**config.mk**
```make
export PLATFORM = sky130hd
export DESIGN_NAME = module_secded_display_seq
export DESIGN_NICKNAME = d
export VERILOG_FILES = /design/src/rtl/secded_pkg.sv /design/src/rtl/module_secded_display_seq_scan.sv /design/src/rtl/module_secded_display_seq.sv
export SDC_FILE = /design/constraint.sdc
export NUM_CORES = 1
export LEC_CHECK = 0
export ABC_CLOCK_PERIOD_IN_PS = 3900
export CORE_MARGIN = 3
export CORE_UTILIZATION = 35
export DETAILED_ROUTE_END_ITERATION = 8
export HOLD_SLACK_MARGIN = 0.12
export REMOVE_ABC_BUFFERS = 1
export SYNTH_ARGS = -nofsm -noshare
export SYNTH_HDL_FRONTEND = slang
export SYNTH_SLANG_ARGS = --single-unit
```
**constraint.sdc**
```tcl
create_clock -name clk -period 3.9 [get_ports clk]
set_input_delay 0.39 -clock clk [delete_from_list [all_inputs] [get_ports clk]]
set_output_delay 0.39 -clock clk [all_outputs]
set_load 0.05 [all_outputs]
```
**src/rtl/secded_pkg.sv**
```systemverilog
// rtl/secded_pkg.sv - shared SECDED types, parity sizing and 7-segment glyphs
package secded_pkg;

  // Smallest r with 2^r >= data_w + r + 1
  function automatic int par_bits(input int data_w);
    int r;
    r = 0;
    for (int i = 1; i < 31; i++) begin
      if (r == 0 && (1 << i) >= data_w + i + 1) r = i;
    end
    return r;
  endfunction

  typedef enum logic [1:0] {ERR_NONE, ERR_SINGLE, ERR_DOUBLE} err_kind_t;

  // Segment order {g,f,e,d,c,b,a}, active-low
  localparam logic [6:0] SEG_BLANK = 7'h7F;
  localparam logic [6:0] SEG_DASH  = 7'h3F;
  localparam logic [6:0] SEG_E     = 7'h06;
  localparam logic [6:0] SEG_D     = 7'h21;

  function automatic logic [6:0] hex7seg(input logic [3:0] nibble);
    logic [6:0] s;
    case (nibble)
      4'h0: s = 7'h40;
      4'h1: s = 7'h79;
      4'h2: s = 7'h24;
      4'h3: s = 7'h30;
      4'h4: s = 7'h19;
      4'h5: s = 7'h12;
      4'h6: s = 7'h02;
      4'h7: s = 7'h78;
      4'h8: s = 7'h00;
      4'h9: s = 7'h10;
      4'hA: s = 7'h08;
      4'hB: s = 7'h03;
      4'hC: s = 7'h46;
      4'hD: s = 7'h21;
      4'hE: s = 7'h06;
      default: s = 7'h0E;
    endcase
    return s;
  endfunction

endpackage

```
**src/rtl/module_secded_display_seq_scan.sv**
```systemverilog
// rtl/module_secded_display_seq_scan.sv - time-multiplexed digit scanner
module module_display_scan
  import secded_pkg::*;
#(
  parameter int N_DIG       = 4,
  parameter int REFRESH_DIV = 50000
) (
  input  logic               clk,
  input  logic               rst_n,
  input  logic [N_DIG*7-1:0] glyphs,
  output logic [6:0]         seg,
  output logic [N_DIG-1:0]   an
);

  localparam int CW = (REFRESH_DIV > 1) ? $clog2(REFRESH_DIV) : 1;
  localparam int IW = $clog2(N_DIG);

  logic [CW-1:0] scan_cnt;
  logic [IW-1:0] dig_idx;
  logic          disp_en;

  always_ff @(posedge clk) begin
    if (!rst_n) begin
      scan_cnt <= '0;
      dig_idx  <= '0;
      disp_en  <= 1'b0;
    end else begin
      disp_en <= 1'b1;
      if (scan_cnt == CW'(REFRESH_DIV - 1)) begin
        scan_cnt <= '0;
        dig_idx  <= (dig_idx == IW'(N_DIG - 1)) ? '0 : dig_idx + IW'(1);
      end else begin
        scan_cnt <= scan_cnt + CW'(1);
      end
    end
  end

  // Segments stay blank for the cycle following reset
  always_comb begin
    an  = ~(N_DIG'(1) << dig_idx);
    seg = disp_en ? glyphs[dig_idx*7 +: 7] : SEG_BLANK;
  end

endmodule

```
**src/rtl/module_secded_display_seq.sv**
```systemverilog
// rtl/module_secded_display_seq.sv - pipelined SECDED receiver with LED and 7-segment output
module module_secded_display_seq
  import secded_pkg::*;
#(
  parameter int DATA_W      = 4,
  parameter int N_DIG       = 4,
  parameter int REFRESH_DIV = 50000,
  parameter int CNT_W       = 8,
  localparam int PAR_W      = par_bits(DATA_W),
  localparam int N          = DATA_W + PAR_W + 1
) (
  input  logic              clk,
  input  logic              rst_n,
  input  logic [N-1:0]      palabra_rx,
  input  logic              rx_valid,
  input  logic [1:0]        mode,
  input  logic              clr_stats,
  output logic [6:0]        seg,
  output logic [N_DIG-1:0]  an,
  output logic [DATA_W-1:0] led_out,
  output logic              led_sec,
  output logic              led_ded,
  output logic              dout_valid
);

  localparam int DATA_DIG = (DATA_W + 3) / 4;
  localparam int CNT_DIG  = (CNT_W + 3) / 4;
  localparam int PW       = 4 * N_DIG + CNT_W + DATA_W + PAR_W;

  logic [N-1:0]       s1_cw;
  logic               v1;
  logic [PAR_W-1:0]   syn;
  logic               pg;
  logic [N-1:0]       fixed_cw;
  logic [DATA_W-1:0]  data_fix;
  err_kind_t          kind;
  logic [PAR_W-1:0]   pos;

  logic [PAR_W-1:0]   err_pos;
  err_kind_t          err_kind;
  logic [CNT_W-1:0]   sec_cnt;
  logic [CNT_W-1:0]   ded_cnt;

  logic [PW-1:0]      data_pad;
  logic [PW-1:0]      sec_pad;
  logic [PW-1:0]      ded_pad;
  logic [PW-1:0]      pos_pad;
  logic [N_DIG*7-1:0] glyphs;

  always_ff @(posedge clk) begin
    if (!rst_n) begin
      s1_cw <= '0;
      v1    <= 1'b0;
    end else begin
      v1 <= rx_valid;
      if (rx_valid) s1_cw <= palabra_rx;
    end
  end

  always_comb begin
    int j;
    syn = '0;
    pg  = ^s1_cw;
    for (int p = 1; p < N; p++) begin
      if (s1_cw[p]) syn = syn ^ p[PAR_W-1:0];
    end
    fixed_cw = s1_cw;
    kind     = ERR_NONE;
    pos      = '0;
    if (syn == '0) begin
      if (pg) kind = ERR_SINGLE;
    end else if (pg && int'(syn) <= N - 1) begin
      kind           = ERR_SINGLE;
      pos            = syn;
      fixed_cw[syn]  = ~s1_cw[syn];
    end else begin
      kind = ERR_DOUBLE;
    end
    // Data bits fill the non-power-of-two positions, LSB first
    j        = 0;
    data_fix = '0;
    for (int p = 1; p < N; p++) begin
      if ((p & (p - 1)) != 0) begin
        data_fix[j] = fixed_cw[p];
        j++;
      end
    end
  end

  always_ff @(posedge clk) begin
    if (!rst_n) begin
      led_out    <= '0;
      led_sec    <= 1'b0;
      led_ded    <= 1'b0;
      err_pos    <= '0;
      err_kind   <= ERR_NONE;
      dout_valid <= 1'b0;
    end else begin
      dout_valid <= v1;
      if (v1) begin
        led_out  <= data_fix;
        led_sec  <= (kind == ERR_SINGLE);
        led_ded  <= (kind == ERR_DOUBLE);
        err_pos  <= pos;
        err_kind <= kind;
      end
    end
  end

  always_ff @(posedge clk) begin
    if (!rst_n || clr_stats) begin
      sec_cnt <= '0;
      ded_cnt <= '0;
    end else if (v1) begin
      if (kind == ERR_SINGLE && sec_cnt != '1) sec_cnt <= sec_cnt + CNT_W'(1);
      if (kind == ERR_DOUBLE && ded_cnt != '1) ded_cnt <= ded_cnt + CNT_W'(1);
    end
  end

  always_comb begin
    data_pad = '0;
    sec_pad  = '0;
    ded_pad  = '0;
    pos_pad  = '0;
    data_pad[DATA_W-1:0] = led_out;
    sec_pad[CNT_W-1:0]   = sec_cnt;
    ded_pad[CNT_W-1:0]   = ded_cnt;
    pos_pad[PAR_W-1:0]   = err_pos;
    glyphs = {N_DIG{SEG_BLANK}};
    for (int k = 0; k < N_DIG; k++) begin
      case (mode)
        2'd0: if (k < DATA_DIG) glyphs[k*7 +: 7] = hex7seg(data_pad[k*4 +: 4]);
        2'd1: begin
          if (k == 0) begin
            glyphs[k*7 +: 7] = hex7seg(pos_pad[3:0]);
          end else if (k == 1) begin
            case (err_kind)
              ERR_NONE:   glyphs[k*7 +: 7] = SEG_DASH;
              ERR_SINGLE: glyphs[k*7 +: 7] = SEG_E;
              default:    glyphs[k*7 +: 7] = SEG_D;
            endcase
          end
        end
        2'd2: if (k < CNT_DIG) glyphs[k*7 +: 7] = hex7seg(sec_pad[k*4 +: 4]);
        default: if (k < CNT_DIG) glyphs[k*7 +: 7] = hex7seg(ded_pad[k*4 +: 4]);
      endcase
    end
  end

  module_display_scan #(
    .N_DIG      (N_DIG),
    .REFRESH_DIV(REFRESH_DIV)
  ) u_scan (
    .clk   (clk),
    .rst_n (rst_n),
    .glyphs(glyphs),
    .seg   (seg),
    .an    (an)
  );

endmodule
```
==> impl_metrics.tcl <==
set metrics [dict create \
    synth-edff-count 0 \
    die_w_um 132 \
    powerDensity_mw_per_mm2 367 \
    rsz0062_at_grt "no" \
    synth.top_cell.area_share_pct 35.5 \
    cts_buffers 9 \
    synth_flop_cell "dfxtp_1" \
    dr.pass1.iters 4 \
    worstPathRequired_ns 4.13 \
    path_clk_slew_ns 0.07 \
    post-place-ws_ns 0.486 \
    start_kind "flop" \
    endpoint_kind "flop" \
    leakage_nw 2.48 \
    gp_congestion 0.840 \
    yosys.area.top_type "dfxtp_1" \
    syn_area_per_cell_um2 8.89 \
    antenna_cells 0 \
    postCtsHoldBufs 0 \
    dp_cells 848 \
    tns_ns 0 \
    antenna_found_initial 0 \
    drt.antenna.violating_nets 0 \
    yosysWarnings 0 \
    setup_viol 0 \
    synth.most_common_cell "dfxtp_1" \
    drt_iter0_markers 408 \
    clockRootBuffer "clkbuf_16" \
    timing.final.crit_share_pct 88.6 \
    grt_overflow 0 \
    min_period_ns 3.45 \
    rows 45 \
    start_util_pct 36.0 \
    grt_max_degree 22 \
    fmax_ghz 0.289 \
    final_cells 864 \
    outcome "complete, no violations" \
    wirelength_um 12700 \
    cts_tree "yes" \
    route.detailed.drc 0 \
    core_area_mm2 0.0153 \
    cap_violations 0 \
    clockBufferDepth 2 \
    hold_depth 1 \
    slowest_stage "xnor2_1" \
    netlist_area_mm2 0.00552 \
    synth_cell_types 64 \
    die_area_mm2 0.0173 \
    grt_pass1_vias 4190 \
    clk_latency_ns 0.35 \
    worstPathArrival_ns 3.69 \
    skew_ns 0.00870 \
    grtUsageTotal_pct 14.8 \
    setup_ws_ns 0.445 \
    final-max-slew-violation-count 0 \
    post_cts_buffers 0 \
    tightest_slew_ns 0.911 \
    cpPeakStageDelay_ns 0.77 \
    critPathKind "reg2reg" \
    yosysSeqAreaShare_pct 35.5 \
    io_pins 32 \
    synth_seq_cells 98 \
    hold_path_class "reg2reg" \
    wl_per_cell_um 14.7 \
    via_per_inst 4.97 \
    relSlewSlack_pct 38.8 \
    cp.depth 11 \
    async_flop_share_pct 0 \
    layout-drive-gt1-share_pct 7.96 \
    crit_fanout 13 \
    dpl.hpwl_um 9610 \
    cpLargestDelayFamily "XOR/XNOR gates" \
    worst-path-buf-inv 1 \
    yosys-top-cells-area "dfxtp_1, ha_1, mux2i_1" \
    nNetsFinal 703 \
    clkSinkCount 98 \
    rr_worst_depth 11 \
    syn_inst 621 \
    die_y_um 132 \
    htreeDepth 3 \
    path_cells "xnor2_2 > xnor2_2 > xnor2_1 > nor4_1 > xnor2_1 > nor2_1 > inv_1 > ha_1 > nor2b_1 > a211oi_1 > a31oi_1" \
    syn2layout_area_growth_pct 15.2 \
    total_power_mw 2.34 \
    hold_violations 0 \
    vias 4293 \
    io_buffers 31 \
    ir_drop_v 0.000202 \
    ctsResizeCount 0 \
    grt_pass1_wl_um 20900 \
    ys_top_cells_by_count "dfxtp_1, nor2_1, nand2_1" \
]
kinds of logic (layout without fill, tap and decap cells):
kind of cell	count (synthesis)	after routing	share of synthesized area, %
XOR/XNOR	37	37	6.39
multiplexers	55	55	11.3
buffers and inverters	64	96	4.99
adder cells (fa/ha/maj)	41	41	9.29
AND/OR/NAND/NOR	228	228	20.6
AO/OA/AOI/OAI	98	98	11.9
flip-flops	98	98	35.5
stage by stage:
stage                     cell area (um2)  utilization (%)  hold slack, ns
final                                6360             41.5           0.468
after global routing                 6360             41.5           0.496
after CTS                            6360             41.5           0.464
after detailed placement             6040             39.4           0.447
after global placement               6040             39.4           0.445
after floorplan                      5390                -           0.418
final timing paths:
path	endpoint	slack (ns)	startpoint
worst max-delay path	flop	0.45	s1_cw[7]$_SDFFE_PN0P_
worst max register to register	flop	0.45	s1_cw[7]$_SDFFE_PN0P_
worst min-delay path	u_scan.scan_cnt[0]$_SDFF_PP0_	0.47	u_scan.scan_cnt[0]$_SDFF_PP0_
worst min register to register	u_scan.scan_cnt[0]$_SDFF_PP0_	0.47	u_scan.scan_cnt[0]$_SDFF_PP0_
per-layer routing:
metal  global-route usage (%)  wire length [um]
met2                     23.2              5660
met4                     4.96               170
met3                     3.45               564
met5                        0                 0
met1                     20.1              6310
cells in the final DEF (no fill, tap or decap), drive strengths merged, types with 4 or more instances in the layout:
cell type and count:
nor3b 4, ha 41, xnor2 21, and3 11, nand3 17, nand2b 10, xor2 15, dfxtp 98
a31oi 4, buf 10, nor4 4, and2 16, mux2i 43, a211o 4, nand2 56, nor2 65
o211ai 4, clkinv 5, o21ai 18, mux2 7, mux4 5, o21a 5, clkbuf 10, o22ai 12
nand3b 5, a21oi 26, or2 7, inv 38, or3 8, nor3 12, clkdlybuf4s50 31
report_power, final:
| part | internal, mW | switching, mW |
|---|---|---|
| clock | 0.564 | 0.381 |
| combinational | 0.129 | 0.196 |
| sequential | 1.04 | 0.0297 |
| total | 1.73 | 0.606 |
layout make-up:
class	instances	area, um2
clock buffer	10	229
clock inverter	6	91.3
fill	1520	8950
inverter	39	146
multi-input combinational	459	3280
sequential	98	1960
tap	211	264
timing repair buffer	41	385
Note: power is estimated with default switching activity, not from simulation.
